File: config.mk
export PLATFORM = sky130hd
export DESIGN_NAME = uart_rx_sampler
export DESIGN_NICKNAME = d
export VERILOG_FILES = /design/src/rtl/uart_rx_sampler_pkg.sv /design/src/rtl/uart_rx_sampler_sync_2ff.sv /design/src/rtl/uart_rx_sampler.sv
export SDC_FILE = /design/constraint.sdc
export NUM_CORES = 1
export LEC_CHECK = 0
export CORE_ASPECT_RATIO = 0.9
export CORE_MARGIN = 2
export CORE_UTILIZATION = 50
export DETAILED_ROUTE_END_ITERATION = 7
export GPL_ROUTABILITY_DRIVEN = 0
export PLACE_DENSITY_LB_ADDON = 0.08
export SKIP_CTS_REPAIR_TIMING = 1
export SLEW_MARGIN = 20
export SYNTH_ARGS = -nofsm -noshare
export SYNTH_HDL_FRONTEND = slang
export SYNTH_HIERARCHICAL = 1
export SYNTH_SLANG_ARGS = --single-unit
File: constraint.sdc
create_clock -name clk -period 1.7 [get_ports clk]
set_input_delay 0.425 -clock clk [delete_from_list [all_inputs] [get_ports clk]]
set_output_delay 0.425 -clock clk [all_outputs]
set_load 0.005 [all_outputs]
File: src/rtl/uart_rx_sampler_pkg.sv
// Shared definitions for the UART receive sampler: FSM states, parity modes
// and small helpers used to size counters and judge the parity bit.
package uart_rx_sampler_pkg;

    typedef enum logic [2:0] {
        S_IDLE       = 3'd0,
        S_START      = 3'd1,
        S_DATA       = 3'd2,
        S_PARITY     = 3'd3,
        S_STOP       = 3'd4,
        S_BREAK_WAIT = 3'd5
    } rx_state_e;

    localparam int PARITY_NONE = 0;
    localparam int PARITY_EVEN = 1;
    localparam int PARITY_ODD  = 2;

    function automatic int max_int(input int a, input int b);
        return (a > b) ? a : b;
    endfunction

    // data_xor is the XOR of all data bits; returns 1 when the received
    // parity bit disagrees with the selected parity mode.
    function automatic logic parity_error(input logic data_xor, input logic par_bit,
                                          input int mode);
        return (mode == PARITY_ODD) ? ~(data_xor ^ par_bit) : (data_xor ^ par_bit);
    endfunction

endpackage

File: src/rtl/uart_rx_sampler_sync_2ff.sv
// Two-flop synchronizer for a single asynchronous input bit. The reset value
// is a parameter so idle-high lines (UART rx) come out of reset as idle.
module sync_2ff #(
    parameter logic RESET_VAL = 1'b1
) (
    input  logic clk,
    input  logic rst_n,
    input  logic d_i,
    output logic q_o
);

    logic meta_q;
    logic sync_q;

    // Shift the raw input through two flops to settle metastability.
    always_ff @(posedge clk or negedge rst_n) begin
        if (!rst_n) begin
            meta_q <= RESET_VAL;
            sync_q <= RESET_VAL;
        end else begin
            meta_q <= d_i;
            sync_q <= meta_q;
        end
    end

    assign q_o = sync_q;

endmodule

File: src/rtl/uart_rx_sampler.sv
// UART receiver driven by an oversampling strobe (s_tick). Samples the
// middle of every bit, shifts data LSB first, checks optional parity and the
// stop bit, and reports each word with a one-clock rx_done_tick. A line held
// low for a whole frame (break) is reported once and the receiver then waits
// for the line to return high before looking for the next start bit.
module uart_rx_sampler
    import uart_rx_sampler_pkg::*;
#(
    parameter int DBIT    = 8,
    parameter int OS      = 16,
    parameter int SB_TICK = 16,
    parameter int PARITY  = 0
) (
    input  logic            clk,
    input  logic            reset_n,
    input  logic            s_tick,
    input  logic            rx,
    output logic [DBIT-1:0] dout,
    output logic            rx_done_tick,
    output logic            frame_err,
    output logic            parity_err,
    output logic            busy
);

    localparam int TW = $clog2(max_int(OS, SB_TICK));
    localparam int NW = $clog2(DBIT);

    localparam logic [TW-1:0] T_MID  = TW'(OS / 2 - 1);
    localparam logic [TW-1:0] T_BIT  = TW'(OS - 1);
    localparam logic [TW-1:0] T_STOP = TW'(SB_TICK - 1);
    localparam logic [NW-1:0] N_LAST = NW'(DBIT - 1);

    logic            rx_s;
    rx_state_e       state_q;
    logic [TW-1:0]   t_q;
    logic [NW-1:0]   n_q;
    logic [DBIT-1:0] b_q;
    logic            perr_q;
    logic [DBIT-1:0] dout_q;
    logic            done_q;
    logic            ferr_q;
    logic            parity_err_q;

    sync_2ff #(.RESET_VAL(1'b1)) u_rx_sync (
        .clk   (clk),
        .rst_n (reset_n),
        .d_i   (rx),
        .q_o   (rx_s)
    );

    // Receive FSM with its counters, shift register and registered outputs.
    // NOTE: every register here is updated with non-blocking assignments so all
    // decisions in one clock see the values from before that edge.
    always_ff @(posedge clk or negedge reset_n) begin
        if (!reset_n) begin
            state_q      <= S_IDLE;
            t_q          <= '0;
            n_q          <= '0;
            b_q          <= '0;
            perr_q       <= 1'b0;
            dout_q       <= '0;
            done_q       <= 1'b0;
            ferr_q       <= 1'b0;
            parity_err_q <= 1'b0;
        end else begin
            done_q <= 1'b0;
            unique case (state_q)
                S_IDLE: begin
                    if (!rx_s) begin
                        state_q <= S_START;
                        t_q     <= '0;
                    end
                end
                S_START: begin
                    if (s_tick) begin
                        if (t_q == T_MID) begin
                            if (!rx_s) begin
                                state_q <= S_DATA;
                                t_q     <= '0;
                                n_q     <= '0;
                            end else begin
                                state_q <= S_IDLE;
                            end
                        end else begin
                            t_q <= t_q + TW'(1);
                        end
                    end
                end
                S_DATA: begin
                    if (s_tick) begin
                        if (t_q == T_BIT) begin
                            b_q <= {rx_s, b_q[DBIT-1:1]};
                            t_q <= '0;
                            if (n_q == N_LAST) begin
                                state_q <= (PARITY != PARITY_NONE) ? S_PARITY : S_STOP;
                            end else begin
                                n_q <= n_q + NW'(1);
                            end
                        end else begin
                            t_q <= t_q + TW'(1);
                        end
                    end
                end
                S_PARITY: begin
                    if (s_tick) begin
                        if (t_q == T_BIT) begin
                            perr_q  <= parity_error(^b_q, rx_s, PARITY);
                            t_q     <= '0;
                            state_q <= S_STOP;
                        end else begin
                            t_q <= t_q + TW'(1);
                        end
                    end
                end
                S_STOP: begin
                    if (s_tick) begin
                        if (t_q == T_STOP) begin
                            dout_q       <= b_q;
                            ferr_q       <= ~rx_s;
                            parity_err_q <= (PARITY != PARITY_NONE) ? perr_q : 1'b0;
                            done_q       <= 1'b1;
                            // All-zero data with a low stop bit is a break.
                            state_q      <= (!rx_s && (b_q == '0)) ? S_BREAK_WAIT : S_IDLE;
                        end else begin
                            t_q <= t_q + TW'(1);
                        end
                    end
                end
                S_BREAK_WAIT: begin
                    if (rx_s) begin
                        state_q <= S_IDLE;
                    end
                end
                default: state_q <= S_IDLE;
            endcase
        end
    end

    assign dout         = dout_q;
    assign rx_done_tick = done_q;
    assign frame_err    = ferr_q;
    assign parity_err   = parity_err_q;
    assign busy         = (state_q != S_IDLE);

endmodule

== After elaboration in Yosys (flattened, before gate mapping) ==
Index checks and enable logic that the tools add are counted.
Word-level totals
  bits in registers: 30
  bits in latches: 0
  memory bits (writable): 0
  ROM bits: 0
  bits of input ports: 4
  output and inout port bits: 12
  word-level logic and storage cells: 80
  memories: 0
Operators by class
  $add $sub $neg: 2
  multiply operators: 0
  div/mod/pow operators: 0
  order comparisons: 0
  equality and inequality tests: 23
  shift-type cells: 0
  multiplexer cells: 32
  bitwise logic cells: 1
  reduce and logical (&&, ||, !) cells: 13
Operators with widths (count)
  $mux 3: 18
  $mux 4: 7
  $ne 2x2->1 const B: 13
  $pmux 3 s6: 1
  $pmux 4 s4: 1
  $reduce_and 11->1: 1
  $eq 3x3->1 const B: 3
  $logic_not 8->1: 1
  $reduce_and 7->1: 1
  $eq 3x2->1 const B: 2
  $pmux 3 s2: 1
  $reduce_and 3->1: 2
  $reduce_and 5->1: 1
  $add 4x1->4 const B: 1
  $eq 4x3->1 const B: 1
  $eq 4x4->1 const B: 1
  $ne 2x1->1 const B: 2
  $reduce_bool 4->1: 1
  $add 3x1->3 const B: 1
  $eq 3x1->1 const B: 1
  $logic_not 3->1: 1
  $mux 1: 3
  $reduce_bool 3->1: 1
  $mux 2: 1
  5 further kinds: 5

== Depth between registers and ports, before layout ==
Gate-level depths: netlist of the first run.
  word-level depth: 6
  gate-level depth with buffers: 7
  depth with buffers taken out: 7

== Modules after synthesis ==
The synthesis of the first run kept the hierarchy.
Modules (own cells, without submodules)
  uart_rx_sampler: times used 1, cells each 123, area an instance 1463.9 µm², sequential area each 700.7 µm²
  sync_2ff: times used 1, cells each 2, area an instance 52.6 µm², sequential area each 52.6 µm²

== Least setup slack after synthesis of the first run ==
OpenSTA, ideal clock, no wires.
  path kind: flip-flop to flip-flop
  start point: register t_q[0]
  end point: register n_q[0]
  data arrival time: 1.634 ns
  required time: 1.575 ns
  setup slack: -0.059 ns
  stages on the path, launching flop included: 7
  buffers on the path: 0
  period minus slack after synthesis: 1.759 ns
  path through: dfrtp_1 -> ha_1 -> nand2_1 -> o21ai_2 -> o311ai_2 -> or3_4 -> mux2_4
Between the ends
  cells in the longest elaborated chain, start to end: 3
  elaborated cells on any way between the ends: 5
RTL lines
  from (decl): line uart_rx_sampler.sv:35  | logic [TW-1:0] t_q;
  from (signal assigned): line uart_rx_sampler.sv:85  | t_q <= t_q + TW'(1);
  from (signal assigned): line uart_rx_sampler.sv:100  | t_q <= t_q + TW'(1);
  from (signal assigned): line uart_rx_sampler.sv:111  | t_q <= t_q + TW'(1);
  $eq 4x4->1 / $eq 4x3->1 (equally long branches): line uart_rx_sampler.sv:91, uart_rx_sampler.sv:76
  $ne 2x2->1 (no source line)
  $reduce_and 7->1 (no source line) *
  to (signal assigned): line uart_rx_sampler.sv:97  | n_q <= n_q + NW'(1);
  to (decl): line uart_rx_sampler.sv:36  | logic [NW-1:0] n_q;
Every way passes the cells marked *; elsewhere a longest branch is shown, timed or not.
A chain may end at the register's enable or synchronous reset.

== Worst setup path in the final report of the first run ==
  start point: register n_q[0]
  end point: register state_q[2]
Between the ends
  cells in the longest elaborated chain, start to end: 3
RTL lines
  $eq 3x3->1: line uart_rx_sampler.sv:94  | if (n_q == N_LAST) begin
  $ne 2x2->1 (no source line)
  $reduce_and 11->1 (no source line)
  to (signal assigned): line uart_rx_sampler.sv:95  | state_q <= (PARITY != PARITY_NONE) ? S_PARITY : S_STOP;
  to (signal assigned): line uart_rx_sampler.sv:123  | state_q <= (!rx_s && (b_q == '0)) ? S_BREAK_WAIT : S_IDLE;
  to (decl): line uart_rx_sampler.sv:34  | rx_state_e state_q;
Every way passes these cells.

==> results of run 1 <==
[logic make-up (layout without fill, tap and decap cells)]
family | after synthesis | in the layout
AO/OA/AOI/OAI | 17 | 17
buffers and inverters | 13 | 54
AND/OR/NAND/NOR | 35 | 35
adder cells (fa/ha/maj) | 3 | 3
flip-flops | 30 | 30
XOR/XNOR | 1 | 1
multiplexers | 25 | 25
other | 1 | 1
[state kept, by name, indices dropped and copies added (netlist names)]
signal	flops
u_rx_sync/q_o	1
b_q	8
frame_err	1
rx_done_tick	1
state_q	3
t_q	4
n_q	3
dout	8
u_rx_sync/meta_q	1
[report_power, final]
group	internal [mW]	switching [mW]	leakage (nW)
sequential	0.818	0.141	0.395
combinational	0.866	0.638	0.564
clock	0.157	0.232	0.0320
total	1.84	1.01	0.991
[placed cells by master (no fill, tap or decap), types with 2 or more instances in the layout]
master                            instances
sky130_fd_sc_hd__inv_1                    4
sky130_fd_sc_hd__o21ai_0                  2
sky130_fd_sc_hd__nand3_1                  2
sky130_fd_sc_hd__buf_4                   23
sky130_fd_sc_hd__dfstp_2                  2
sky130_fd_sc_hd__buf_6                    3
sky130_fd_sc_hd__mux2i_1                  4
sky130_fd_sc_hd__mux2_2                  16
sky130_fd_sc_hd__a22o_1                   2
sky130_fd_sc_hd__dfrtp_2                  2
sky130_fd_sc_hd__ha_4                     3
sky130_fd_sc_hd__dfrtp_1                 26
sky130_fd_sc_hd__nor2_1                   2
sky130_fd_sc_hd__nand2_1                  7
sky130_fd_sc_hd__nor3_1                   4
sky130_fd_sc_hd__nor3b_2                  2
sky130_fd_sc_hd__clkinv_2                 2
sky130_fd_sc_hd__mux2_4                   5
sky130_fd_sc_hd__and3_4                   2
sky130_fd_sc_hd__clkdlybuf4s50_1         12
sky130_fd_sc_hd__clkbuf_4                 5
sky130_fd_sc_hd__dlymetal6s2s_1           2
[worst max-delay path, delay by kind of cell, from the launching register on]
kind,cells,cell delay [ps]
flip-flops,1,410
AND/OR/NAND/NOR,1,80
AO/OA/AOI/OAI,1,420
multiplexers,2,520
buffers and inverters,1,30
adder cells (fa/ha/maj),2,290
[area by class of cell]
type / instances / area [sq um] / area share [%]
clock buffer: 6 / 41.3 / 1.96
clock inverter: 2 / 10.0 / 0.475
inverter: 5 / 18.8 / 0.891
multi-input combinational: 82 / 858 / 40.8
sequential: 30 / 756 / 35.9
tap: 40 / 50.0 / 2.38
timing repair buffer: 41 / 372 / 17.6
[path summary, 6_finish.rpt]
path / from / end / slack, ps / cells past startpoint
min in group asynchronous: reset_n / b_q[6] / 460 / 2
worst max register to register: n_q[0] / state_q[2] / -170 / 7
worst min register to register: u_rx_sync/meta_q / u_rx_sync/q_o / 360 / 0
worst max-delay path: n_q[0] / state_q[2] / -170 / 7
max in group asynchronous: reset_n / u_rx_sync/q_o / 920 / 2
worst min-delay path: u_rx_sync/meta_q / u_rx_sync/q_o / 360 / 0
[stage by stage]
step                setup TNS (ps)  util (%)
floorplan                    -6.26         -
CTS                          -2320      67.5
global placement             -6350      65.7
global route                 -2260      74.8
detailed placement           -6850      65.7
finish                        -946      74.8
[routing by layer]
layer | GRT usage [%] | vias up | routed length (um)
met3 | 6.28 | 8 | 136
met1 | 25.8 | 520 | 1320
met5 | 0 | - | 0
met4 | 3.65 | 0 | 72
li1 | - | 531 | -
met2 | 29.5 | 25 | 1560
==> impl_metrics.ini, run 1 <==
[status]
outcome = finished with violations
failing_checks = setup timing

[synthesis]
synth-compound-area-share_pct = 10.8
number_of_warnings_printed_during_yosys_synthesis = 6
netlist_instances = 125
area_share_of_xor_xnor_cells_in_the_synthesized_design_pct = 0.578
synth_area_per_cell_sq_um = 12.1
post_synth_instance_area_sq_um = 1520
synthFlopType = sky130_fd_sc_hd__dfrtp_1
synth_top_family_by_area = multiplexers
yosys.area.top_type = sky130_fd_sc_hd__dfrtp_1
synth-seq-cells = 30
syn-num-nets = 132
yosys.area_share.adder_pct = 2.48
ys_seq_area_share_pct = 49.7
post_synth_num_cell_types = 45
yosysTopAreaCellShare_pct = 46.2
netlist_top_cells_area = sky130_fd_sc_hd__dfrtp_1 46%, sky130_fd_sc_hd__mux2_2 13%, sky130_fd_sc_hd__dfstp_2 3.5%, sky130_fd_sc_hd__mux2i_1 2.6%, sky130_fd_sc_hd__ha_1 2.5%
synth-simple-area-share_pct = 13.0
ys_async_sr_fraction_pct = 100
number_of_enable_type_register_cells_in_the_synthesized_netlist = 0
synth_commonest_cells = 28 x sky130_fd_sc_hd__dfrtp_1, 17 x sky130_fd_sc_hd__mux2_2, 9 x sky130_fd_sc_hd__nand2_1
synth.mux.area_fraction_pct = 18.5
synth_most_common_cell = sky130_fd_sc_hd__dfrtp_1

[clocking]
cts_htree_levels = 2
cts_tree = yes
insertion_delay_ps = 330
clk_pin_slew_ps = 90
cts_root_buf = sky130_fd_sc_hd__clkbuf_4
clk_path_buf_depth = 2
tritoncts.num_buffers = 5
cts_num_sinks = 30

[sta]
fmax_mhz = 535
finalWorstPathRequiredPeriod_ps = 1870
rsz0062_at_grt = true
hold_violation_count_in_the_final_report = 0
final_clock_period_utilization_by_the_worst_path_pct = 110
finalSetupViolations = 16
worst_clock_skew_ps = 8.24
hold_ws_ps = 359
drv_slew = 0
layout_setup_ws_ps = -169

[critical_path]
setup.worst_path.start_class = flip-flop
path_class = flip-flop to flip-flop
slowest_stage = sky130_fd_sc_hd__a2111oi_4
worst_setup_path_end_kind = flip-flop
worst-endpoint-required_ps = 1910
cp_data_arrival_time_ps = 2080
worst_path_largest_cell_delay_ps = 420
timing.critical_path.fanout_max = 3
timing.critical_path.cells = ha_4 -> ha_4 -> inv_2 -> mux2i_1 -> nor3_2 -> a2111oi_4 -> mux2_4
critical-path-top-cell-by-count = sky130_fd_sc_hd__ha_4

[layout]
drive_gt1_share_pct = 52.4
number_of_nets_in_the_layout = 172
post_layout_nonfiller_instances = 206
n_fill_cell = 198
area_growth_pct = 38.9
antenna_cells = 0
final_area_sq_um = 2110

[route]
dr.pass1.iters = 6
drt_iter0_markers = 42
detail_route.wl_per_cell_um = 15.0
via_per_inst = 5.26
drcViolationCount = 0
via_count = 1084
drt_wl_total_um = 3080
ant_nets = 0

[floorplanning]
core.rowCount = 18
pin_count = 16
die_x_um = 62.1
initial_utilization_pct = 53.9
core_sq_um = 2820
die_area_sq_um = 3490
dieHeight_um = 56.2

[job]
timing.max_cap.violations = 0

[placed_design]
placement.cell_area_sq_um = 1850
place.port_buffers = 14
place_ws_ps = -369
post-place-cells = 192
dp.final_hpwl_um = 2070

[global_route]
grt_max_degree = 31
first_global_vias = 1069
grt_antenna_before_repair = 0
grt_remaining_overflow = 0
grt_use_total_pct = 19.0
first_pass_grt_wire_length_um = 4860

[power_and_ir_drop]
power_leakage_nw = 0.991
pwr_density_cell_nw_per_um2 = 1350
worst_ir_drop_vdd_uv = 795
report.power.total_mw = 2.85

[hold_path]
min_path_type = flip-flop to flip-flop
(Power assumes the default switching activity.)
==> run 2, diff against run 1 <==
--- a/config.mk
+++ b/config.mk
@@ -9,6 +9,7 @@
 export CORE_MARGIN = 2
 export CORE_UTILIZATION = 50
 export DETAILED_ROUTE_END_ITERATION = 7
+export DONT_BUFFER_PORTS = 1
 export GPL_ROUTABILITY_DRIVEN = 0
 export PLACE_DENSITY_LB_ADDON = 0.08
 export SKIP_CTS_REPAIR_TIMING = 1
==> constraint.sdc (replaced) <==
create_clock -name clk -period 1.7 [get_ports clk]
set_input_delay 0.425 -clock clk [delete_from_list [all_inputs] [get_ports clk]]
set_output_delay 0.425 -clock clk [all_outputs]
set_load 0.1 [all_outputs]
==> run 2 against run 1 <==
Effect of this change: the run still ends with setup timing left; combinational power is 15% higher; via count grew 2.4%; clock power is 51% higher; clock-buffer cell count rose by 1; sequential power down 2.3%; die area unchanged; setup slack lost 54 ps; flip-flop and latch count is the same; total power up 14%; clock skew rose by 5.0 ps.
==> impl_metrics.ini, run 2 (synthesized netlist as in run 1, its figures left out) <==
[critical_path]
endpoint_of_the_lowest_slack_register_to_register_path = state_q[1]
timing.critical_path.cells = buf_6 -> or3_4 -> buf_12
timing.critical_path.fanout_max = 6
timing.reg2reg.worst_path_depth = 6
cp_data_arrival_time_ps = 1500
worst-endpoint-required_ps = 1270
setup.worst_path.start_class = flip-flop
worstSetupStartpoint = state_q[1]
slowest_stage = sky130_fd_sc_hd__dfrtp_2
worst_path_largest_cell_delay_ps = 460
worst_setup_path_end_kind = primary output
setup.reg_to_reg.worst_slack_ps = -180
critical_path.endpoint = busy
path_class = flip-flop to primary output
critical_r2r_launch = state_q[2]

[layout]
drive_gt1_share_pct = 58.6
mostFrequentLayoutCells = 36 x sky130_fd_sc_hd__buf_4, 25 x sky130_fd_sc_hd__dfrtp_1, 16 x sky130_fd_sc_hd__mux2_2
n_fill_cell = 184
antenna_cells = 0
layout_commonest_cell = sky130_fd_sc_hd__buf_4
area_growth_pct = 40.5
multi_input_area_sq_um = 840
sequential_cell_area_sq_um = 757
number_of_nets_in_the_layout = 175
final_area_sq_um = 2130

[floorplanning]
core_sq_um = 2820
die_x_um = 62.1
dieHeight_um = 56.2
die_area_sq_um = 3490
pin_count = 16
core.rowCount = 18
initial_utilization_pct = 53.9

[placed_design]
place_ws_ps = -106
placement.cell_area_sq_um = 1800
place.port_buffers = 0
dp.final_hpwl_um = 2080

[clocking]
tritoncts.num_buffers = 5
clk_pin_slew_ps = 90
cts_tree = yes
cts_root_buf = sky130_fd_sc_hd__clkbuf_4
clk_path_buf_depth = 2
insertion_delay_ps = 320
cts_num_sinks = 30
cts_htree_levels = 2

[power_and_ir_drop]
pwr_density_cell_nw_per_um2 = 1520
report.power.total_mw = 3.25
worst_ir_drop_vdd_uv = 909
power_leakage_nw = 1.03
p_comb_share_pct = 53.1
pwr-share-clk_pct = 18.1
power_report.internal_total_mw = 2.08
p_seq_share_pct = 28.9
p_sw_mw = 1.16
switching_share_pct = 35.8

[sta]
finalWorstPathRequiredPeriod_ps = 1920
layout_setup_ws_ps = -222
finalSetupViolations = 7
fmax_mhz = 520
final_clock_period_utilization_by_the_worst_path_pct = 113
drv_slew = 0
rsz0062_at_grt = true
hold_violation_count_in_the_final_report = 0
worst_clock_skew_ps = 13.2

[status]
outcome = finished with violations
failing_checks = setup timing

[route]
via_count = 1110
dr.pass1.iters = 4
detail_route.wl_per_cell_um = 15.2
drcViolationCount = 0
drt_wl_total_um = 3180
ant_nets = 0
via_per_inst = 5.31
drt_iter0_markers = 39

[global_route]
grt_antenna_before_repair = 0
grt_remaining_overflow = 0
first_global_vias = 1078
grt_use_total_pct = 18.4
grt_max_degree = 31
first_pass_grt_wire_length_um = 4740

[job]
timing.max_cap.violations = 0

[hold_path]
depth_of_the_worst_hold_timing_path = 0
min_path_type = input port to flip-flop
## run 2: cell count changes in the layout (fill, tap and decap cells not counted), sizes merged
| cell | before | now |
|---|---|---|
| clkbuf | 6 | 7 |
| bufinv | 0 | 1 |
| clkinv | 2 | 0 |
| clkdlybuf4s50 | 12 | 0 |
| dlygate4sd3 | 0 | 1 |
| buf | 27 | 43 |
| dlymetal6s2s | 2 | 0 |
## run 2: layer usage
layer  global-route usage [%]  routed length, um  vias up
met5                        0                  0        -
met4                     6.99                 32        0
met3                     6.51                168        8
met2                     27.1               1490       25
met1                     24.4               1500      542
li1                         -                  -      535
## run 2: metrics by stage
step | TNS (ps) | hold slack [ps] | util (%) | std cells
after floorplan | -6.26 | 129 | - | 125
after global placement | -154 | 131 | 64.1 | 190
after detailed placement | -387 | 131 | 64.1 | 190
after CTS | -886 | -223 | 67.1 | 198
after global routing | -1680 | 66.3 | 75.7 | 209
final | -922 | 93.8 | 75.7 | 209
## run 2: how the worst min path moves through the flow
stage               startpoint                to  slack, ps
floorplan              reset_n            b_q[0]        130
global placement       reset_n        state_q[1]        130
detailed placement     reset_n        state_q[1]        130
CTS                    reset_n           dout[3]       -220
global route                rx  u_rx_sync/meta_q         70
finish                      rx  u_rx_sync/meta_q         90
## run 2: area by class of cell
class	count	area share, %
Clock buffer	7	2.58
Clock inverter	1	1.41
Inverter	5	0.881
Multi-Input combinational cell	82	39.4
Sequential cell	30	35.5
Tap cell	40	2.35
Timing Repair Buffer	44	17.9
## run 2: power by group through the flow
stage          Clock [mW]  Combinational, mW  Sequential [mW]
3_3_place_gp            0               1.26            0.936
6_report            0.587               1.72            0.937
4_1_cts             0.594               1.30            0.928
5_1_grt             0.641               1.84            0.951
3_5_place_dp            0               1.29            0.941
2_1_floorplan           0              0.917            0.920
## run 2: critical path, delay by kind of cell (launching register included)
family	cells	cell delay, ps
buffers and inverters	2	310
AND/OR/NAND/NOR	1	410
flip-flops	1	460
==> run 3, diff against run 2 <==
--- a/config.mk
+++ b/config.mk
@@ -8,6 +8,7 @@
 export CORE_ASPECT_RATIO = 0.9
 export CORE_MARGIN = 2
 export CORE_UTILIZATION = 50
+export CTS_CLUSTER_DIAMETER = 60
 export DETAILED_ROUTE_END_ITERATION = 7
 export DONT_BUFFER_PORTS = 1
 export GPL_ROUTABILITY_DRIVEN = 0
==> results of run 3 <==
Final layout, timing and power as in run 2 (identical DEF).
